### src/rtl/tx_srcmux.sv
// Transmit bit-source multiplexer: forwards sequencer bit strobes to one latched source, returns its data bit and done flag.
// Optional bit limit enabled by `define TXSRC_BITLIMIT_EN (forces DONE with overrun at MAXBITS).
module tx_srcmux #(
    parameter int              NSRC    = 4,
    parameter int              SELW    = 2,
    parameter int              CNTW    = 10,
    parameter logic [CNTW-1:0] MAXBITS = 10'd600
) (
    input  logic            clk,
    input  logic            reset,
    input  logic [SELW-1:0] sel_in,
    input  logic            sel_load,
    input  logic            tx_abort,
    input  logic            txbitstb,
    input  logic [NSRC-1:0] srcbit,
    input  logic [NSRC-1:0] srcdone,
    output logic [NSRC-1:0] srcbitstb,
    output logic            txbitsrc,
    output logic            txdatadone,
    output logic [CNTW-1:0] bitcount,
    output logic            sel_err,
    output logic            overrun
);

    typedef enum logic [1:0] {IDLE, ARMED, STREAM, DONE} state_t;

    state_t          state, state_nxt;
    logic [SELW-1:0] sel_q, sel_q_nxt;
    logic [CNTW-1:0] cnt_q, cnt_nxt, cnt_inc;
    logic            done_q, done_nxt;
    logic            err_q, err_nxt;
    logic            ovr_q, ovr_nxt;
    logic            sel_ok, done_sel, bit_sel, fwd, limit_hit;

    // Per-source lookup by loop so a non-power-of-two NSRC never indexes past the vector.
    always_comb begin
        done_sel = 1'b0;
        bit_sel  = 1'b0;
        for (int i = 0; i < NSRC; i++) begin
            if (sel_q == SELW'(i)) begin
                done_sel = srcdone[i];
                bit_sel  = srcbit[i];
            end
        end
    end

    assign sel_ok  = int'({1'b0, sel_in}) < NSRC;
    assign fwd     = txbitstb && !tx_abort && !reset && (state == ARMED || state == STREAM);
    assign cnt_inc = (cnt_q == '1) ? cnt_q : cnt_q + CNTW'(1);

    always_comb begin
        srcbitstb = '0;
        for (int i = 0; i < NSRC; i++) begin
            srcbitstb[i] = fwd && (sel_q == SELW'(i));
        end
    end

    assign txbitsrc = bit_sel && (state != IDLE) && !reset;

`ifdef TXSRC_BITLIMIT_EN
    // srcdone on the same strobe takes priority, so a source ending exactly at the limit is not an overrun.
    assign limit_hit = fwd && !done_sel && (cnt_inc == MAXBITS);
`else
    // No limit: overrun register can never set and collapses to a constant 0.
    logic unused_maxbits;
    assign unused_maxbits = ^MAXBITS;
    assign limit_hit      = 1'b0;
`endif

    always_comb begin
        state_nxt = state;
        sel_q_nxt = sel_q;
        cnt_nxt   = fwd ? cnt_inc : cnt_q;
        done_nxt  = done_q;
        err_nxt   = err_q;
        ovr_nxt   = ovr_q;
        if (tx_abort) begin
            state_nxt = IDLE;
            done_nxt  = 1'b0;
        end else begin
            case (state)
                IDLE: begin
                    if (sel_load) begin
                        if (sel_ok) begin
                            sel_q_nxt = sel_in;
                            cnt_nxt   = '0;
                            done_nxt  = 1'b0;
                            err_nxt   = 1'b0;
                            ovr_nxt   = 1'b0;
                            state_nxt = ARMED;
                        end else begin
                            err_nxt = 1'b1;
                        end
                    end
                end
                ARMED, STREAM: begin
                    if (done_sel) begin
                        state_nxt = DONE;
                        done_nxt  = 1'b1;
                    end else if (limit_hit) begin
                        state_nxt = DONE;
                        done_nxt  = 1'b1;
                        ovr_nxt   = 1'b1;
                    end else if (txbitstb) begin
                        state_nxt = STREAM;
                    end
                end
                default: ;
            endcase
        end
    end

    always_ff @(posedge clk or posedge reset) begin
        if (reset) begin
            state  <= IDLE;
            sel_q  <= '0;
            cnt_q  <= '0;
            done_q <= 1'b0;
            err_q  <= 1'b0;
            ovr_q  <= 1'b0;
        end else begin
            state  <= state_nxt;
            sel_q  <= sel_q_nxt;
            cnt_q  <= cnt_nxt;
            done_q <= done_nxt;
            err_q  <= err_nxt;
            ovr_q  <= ovr_nxt;
        end
    end

    assign bitcount   = cnt_q;
    assign txdatadone = done_q;
    assign sel_err    = err_q;
    assign overrun    = ovr_q;

endmodule

### config.mk
export PLATFORM = sky130hd
export DESIGN_NAME = tx_srcmux
export DESIGN_NICKNAME = d
export VERILOG_FILES = /design/src/rtl/tx_srcmux.sv
export SDC_FILE = /design/constraint.sdc
export NUM_CORES = 1
export LEC_CHECK = 0
export CAP_MARGIN = 10
export CORE_MARGIN = 5
export CORE_UTILIZATION = 43
export DETAILED_ROUTE_END_ITERATION = 10
export GPL_TIMING_DRIVEN = 1
export PLACE_DENSITY = 0.89
export SYNTH_ARGS = -nofsm -noshare
export SYNTH_HDL_FRONTEND = slang
export SYNTH_SLANG_ARGS = --single-unit
### constraint.sdc
create_clock -name clk -period 1.9 [get_ports clk]
set_input_delay 0.285 -clock clk [delete_from_list [all_inputs] [get_ports clk]]
set_output_delay 0.285 -clock clk [all_outputs]
set_load 0.03 [all_outputs]
# ---- Yosys cells after proc, flatten, opt, wreduce, memory -nomap -nowiden
# Index checks and enable logic that the tools add are counted.
dict set report classes {
  n_addsub 1
  n_mul 0
  div 0
  order_cmp 0
  n_eq_ne 9
  n_shift 0
  n_mux 22
  n_bitwise 1
  reduce_logical 20
}
# op n
set op_table {}
lappend op_table {{2-to-1 mux 10 bit} 5}
lappend op_table {{2-to-1 mux 1 bit} 11}
lappend op_table {{adder 10 x 1 -> 10 bit (second input constant)} 1}
lappend op_table {{equality test 10 bit (second input constant)} 1}
lappend op_table {{logical AND 1 bit} 9}
lappend op_table {{AND reduction 3 bit} 3}
lappend op_table {{2-to-1 mux 2 bit} 4}
lappend op_table {{equality test 2 bit (second input constant)} 3}
lappend op_table {{inequality test 3 bit (second input constant)} 2}
lappend op_table {{equality test 2 x 1 -> 1 bit (second input constant)} 2}
lappend op_table {{zero test 2 bit} 2}
lappend op_table {{inequality test 4 bit (second input constant)} 1}
lappend op_table {{case mux 2 bit (2 select lines)} 1}
lappend op_table {{nonzero test 3 bit} 1}
lappend op_table {{zero test 1 bit} 2}
lappend op_table {{case mux 1 bit (2 select lines)} 1}
lappend op_table {{nonzero test 2 bit} 1}
lappend op_table {{OR reduction 2 bit} 1}
lappend op_table {{logical OR 1 bit} 1}
lappend op_table {{inverter 1 bit} 1}
dict set report word_totals {
  register_bits 15
  latch_bits 0
  mem_bits_rw 0
  rom_bits 0
  wordCells 57
  n_memories 0
}

# ---- Longest topological paths before layout
dict set report depth {
  depth_word 8
  mapped_depth 6
  ltp_nobuf 6
}

# ---- Least setup slack after synthesis
# No wires, ideal clock.
dict set report synth_timing {
  kind {register to output}
  from {reg sel_q[0]}
  to {out txbitsrc}
  arrival_time_ps 2291
  required_time_ps 1615
  slack_ps -676
  path_stages_with_launch 5
  path_cell_list {dfrtp_1 > buf_6 > and2b_2 > a211oi_1 > a2111oi_0}
}
dict set report synth_via {
  elab_chain_cells 7
}
# element line
set synth_lines {}
lappend synth_lines {{start: declaration} 28} ;# logic [SELW-1:0] sel_q, sel_q_nxt;
lappend synth_lines {{start signal: assignment} 123} ;# sel_q <= sel_q_nxt;
lappend synth_lines {{zero test 2 bit} 40} ;# if (sel_q == SELW'(i)) begin
lappend synth_lines {{2-to-1 mux 1 bit (3 in series)} 40}
lappend synth_lines {{2-to-1 mux 1 bit *} 40}
lappend synth_lines {{logical AND 1 bit * (2 in series)} 58} ;# assign txbitsrc = bit_sel && (state != IDLE) && !reset;
lappend synth_lines {{end: declaration} 18} ;# output logic txbitsrc,
# Every way passes the cells marked *; elsewhere a longest branch is shown, timed or not.

# ---- Final worst setup path
dict set report layout_timing {
  from {reg state[0]}
  to {out srcbitstb[1]}
}
dict set report layout_via {
  elab_chain_cells 4
}
# element line
set layout_lines {}
lappend layout_lines {{start: declaration} 27} ;# state_t state, state_nxt;
lappend layout_lines {{start signal: assignment} 122} ;# state <= state_nxt;
lappend layout_lines {{equality test 2 x 1 -> 1 bit / equality test 2 bit (equally long branches)} 48} ;# assign fwd = txbitstb && !tx_abort && !reset && (state == ARMED || state == STREAM);
lappend layout_lines {{logical OR 1 bit *} 48}
lappend layout_lines {{logical AND 1 bit *} 48}
lappend layout_lines {{logical AND 1 bit *} 54} ;# srcbitstb[i] = fwd && (sel_q == SELW'(i));
lappend layout_lines {{end: declaration} 17} ;# output logic [NSRC-1:0] srcbitstb,
# Marks and branches as above.

==> qor.csv <==
metric,value,unit
status,"complete, no violations",
combPwrFrac,51.5,%
post-synth-top-count-cell,dfrtp_1,
grtUsageTotal,14.9,%
synth-seq-cells,15,
syn2layout_area_growth,43.0,%
die_area,3150,sq um
design_area,1310,sq um
yosysTopAreaCell,dfrtp_1,
grt_max_degree,16,
place_congestion,0.816,
r2r_end,bitcount[3],
finish.utilization,65.3,%
routedWlPerCell,14.7,um
dp_hpwl,1710,um
crit-reg2reg-launch,state[0],
globalRoute.totalOverflow,0,
reg2reg_setup_slack,0.13,ns
path_buf_inv,2,
clock_latency,0.28,ns
viasPerCell,5.39,
fin_nets,150,
hold_viol,0,
wl_met3,169,um
netlist.area_leader.share,41.0,%
start_kind,register,
grt_pass1_wl,3860,um
internal_power,824,uW
reg2reg_depth,7,
clock_sinks,15,
synth_edf_count,0,
arrival,1.58,ns
p_sw,538,uW
whs_endpoint,txdatadone,
synth.avg_cell_area,9.63,sq um
path_depth,6,
critical_path_required,1.62,ns
rows,16,
tightest_slew,0.567,ns
setup_violations,0,
clkPwrFrac,13.2,%
path_clk_slew,0.08,ns
grt_pass1_vias,875,
dr_wl_met2,1110,um
fp.dieW,56.1,um
cts_tree,yes,
cts_hold_buf,0,
antenna_found_initial,0,
synth_cell_type_count,37,
initialDrtViolationCount,12,
slew_headroom,62.1,%
synth_area,915,sq um
crit_slowest_cell,dfrtp_1,
ys_top_cells_by_area,"dfrtp_1, nor2_1, mux2i_1, o21ai_0, xor2_1",
synthTopCellsByCount,"dfrtp_1, nor2_1, o21ai_0",
hold_class,reg2reg,
maxSlewViolCount,0,
path_class,reg2out,
first_pass_iters,4,
via_count,857,
power_density,1040,nW/um^2
fmax,537,MHz
pwr-share-seq,35.3,%
cp_top_family,simple AND/OR/NAND/NOR gates,
start_util,45.7,%
drive_above_1_share,21.2,%
async_flop_share,100,%
fin_crit_sh,97.9,%
routed_wl,2330,um
ios,33,
drv_cap,0,
holdPathStages,2,
skew,0.00107,ns
place_area,1230,sq um
diodes,0,
ys_seq_area_share,41.0,%
netSwitchingFraction,39.5,%
rsz0062_at_grt,yes,
cts_buffers,3,
port_buffers,30,
p_leak,0.564,nW
route.top_layer_used,met4,
wirelength_met1,1030,um
min_from,txdatadone,
clock_path_buffers,2,
critPathCaptureType,output port,
cts_root_buf,clkbuf_4,
core_area,2000,sq um
yosys_warnings,0,
crit_fanout,5,
max_stage_delay,0.37,ns
ys.flop_type,dfrtp_1,
die_h,56.1,um
htreeDepth,1,
path_cells,inv_2 > ha_4 > and4bb_4 > nand2_1 > nor2_1 > buf_4,
synthCells,95,
antenna_left,0,
drc,0,
ir_worst_vdd,0.657,mV
post-route-min-period,1.86,ns
[area by class of cell]
class | count | area, sq um
fillers | 156 | 694
multi-input cells | 72 | 515
flip-flops and latches | 15 | 377
repair buffers | 36 | 337
well taps | 27 | 33.8
clock buffers | 4 | 26.3
inverters | 5 | 18.8
[worst max path at each step]
stage,from,to,slack [ns]
global route,state[0],srcbitstb[1],-0.04
detailed placement,tx_abort,bitcount[9],0.06
global placement,reset,bitcount[3],0.09
floorplan,state[0],srcbitstb[0],0.07
finish,state[0],srcbitstb[1],0.04
CTS,sel_q[0],txbitsrc,0.004
[logic make-up after synthesis]
kind of cell | synth area share [%]
buffers and inverters | 5.33
and+or+nand+nor | 23.8
AOI/OAI and AO/OA | 15.6
DFF | 41.0
adders and majority gates | 2.74
muxes | 8.21
xor gates and xnor gates | 2.87
other | 0.410
[routing by layer]
layer	GRT usage (%)	vias to the layer above
li1	-	415
met1	18.4	403
met4	4.07	0
met2	25.0	35
met3	4.64	4
met5	0	-
[power groups by stage]
stage                     clock, mW  combinational [mW]  sequential, mW
after floorplan                   0               0.361           0.526
after global placement            0               0.547           0.493
after detailed placement          0               0.564           0.499
after CTS                     0.183               0.607           0.496
after global routing          0.200               0.763           0.493
final                         0.180               0.702           0.480
[metrics by stage]
stage          power, mW  setup WS [ns]  cells  hold WS (ns)  setup TNS [ns]
2_1_floorplan      0.886         0.0715     96         0.186               0
3_3_place_gp        1.04         0.0908    151         0.490               0
6_report            1.36         0.0390    159         0.516               0
5_1_grt             1.46        -0.0447    159         0.574          -0.119
3_5_place_dp        1.06         0.0567    151         0.493               0
4_1_cts             1.29        0.00368    156         0.514               0
[flip-flops by register name, summed over array words and instances, names as in the netlist]
name and flops:
bitcount 10, sel_q 2, txdatadone 1, state 2
[worst register-to-register path, cell delays in order (launching register included)]
cell	delay (ns)
dfrtp_1	0.37
inv_2	0.05
ha_4	0.28
and4bb_4	0.26
buf_4	0.15
o31ai_4	0.09
or3_1	0.36
a21oi_1	0.14
[placed cells by master, fill, tap and decap left out, drive strengths merged]
| cell type | n |
|---|---|
| nor2 | 12 |
| mux2i | 3 |
| a32o | 1 |
| nand4bb | 1 |
| o311ai | 1 |
| nand4 | 1 |
| o21ai | 6 |
| nand2 | 5 |
| nor3 | 3 |
| xor2 | 3 |
| or3 | 2 |
| conb | 2 |
| nand3 | 5 |
| and4bb | 1 |
| a31oi | 1 |
| inv | 5 |
| and3 | 4 |
| o31ai | 1 |
| and4 | 1 |
| mux4 | 1 |
| o211ai | 1 |
| a2111oi | 1 |
| clkdlybuf4s50 | 25 |
| a211oi | 1 |
| nor2b | 1 |
| and2b | 1 |
| clkbuf | 4 |
| buf | 11 |
| dfrtp | 15 |
| ha | 2 |
| nand2b | 2 |
| a311oi | 1 |
| mux2 | 2 |
| a21oi | 5 |
| a221oi | 1 |
[timing repair]
item	in CTS	in global routing
gates resized for setup	2	4
setup endpoints to repair	4	5
buffers inserted	1	3
pin swaps	0	2
Note: power is estimated with default switching activity, not from simulation.
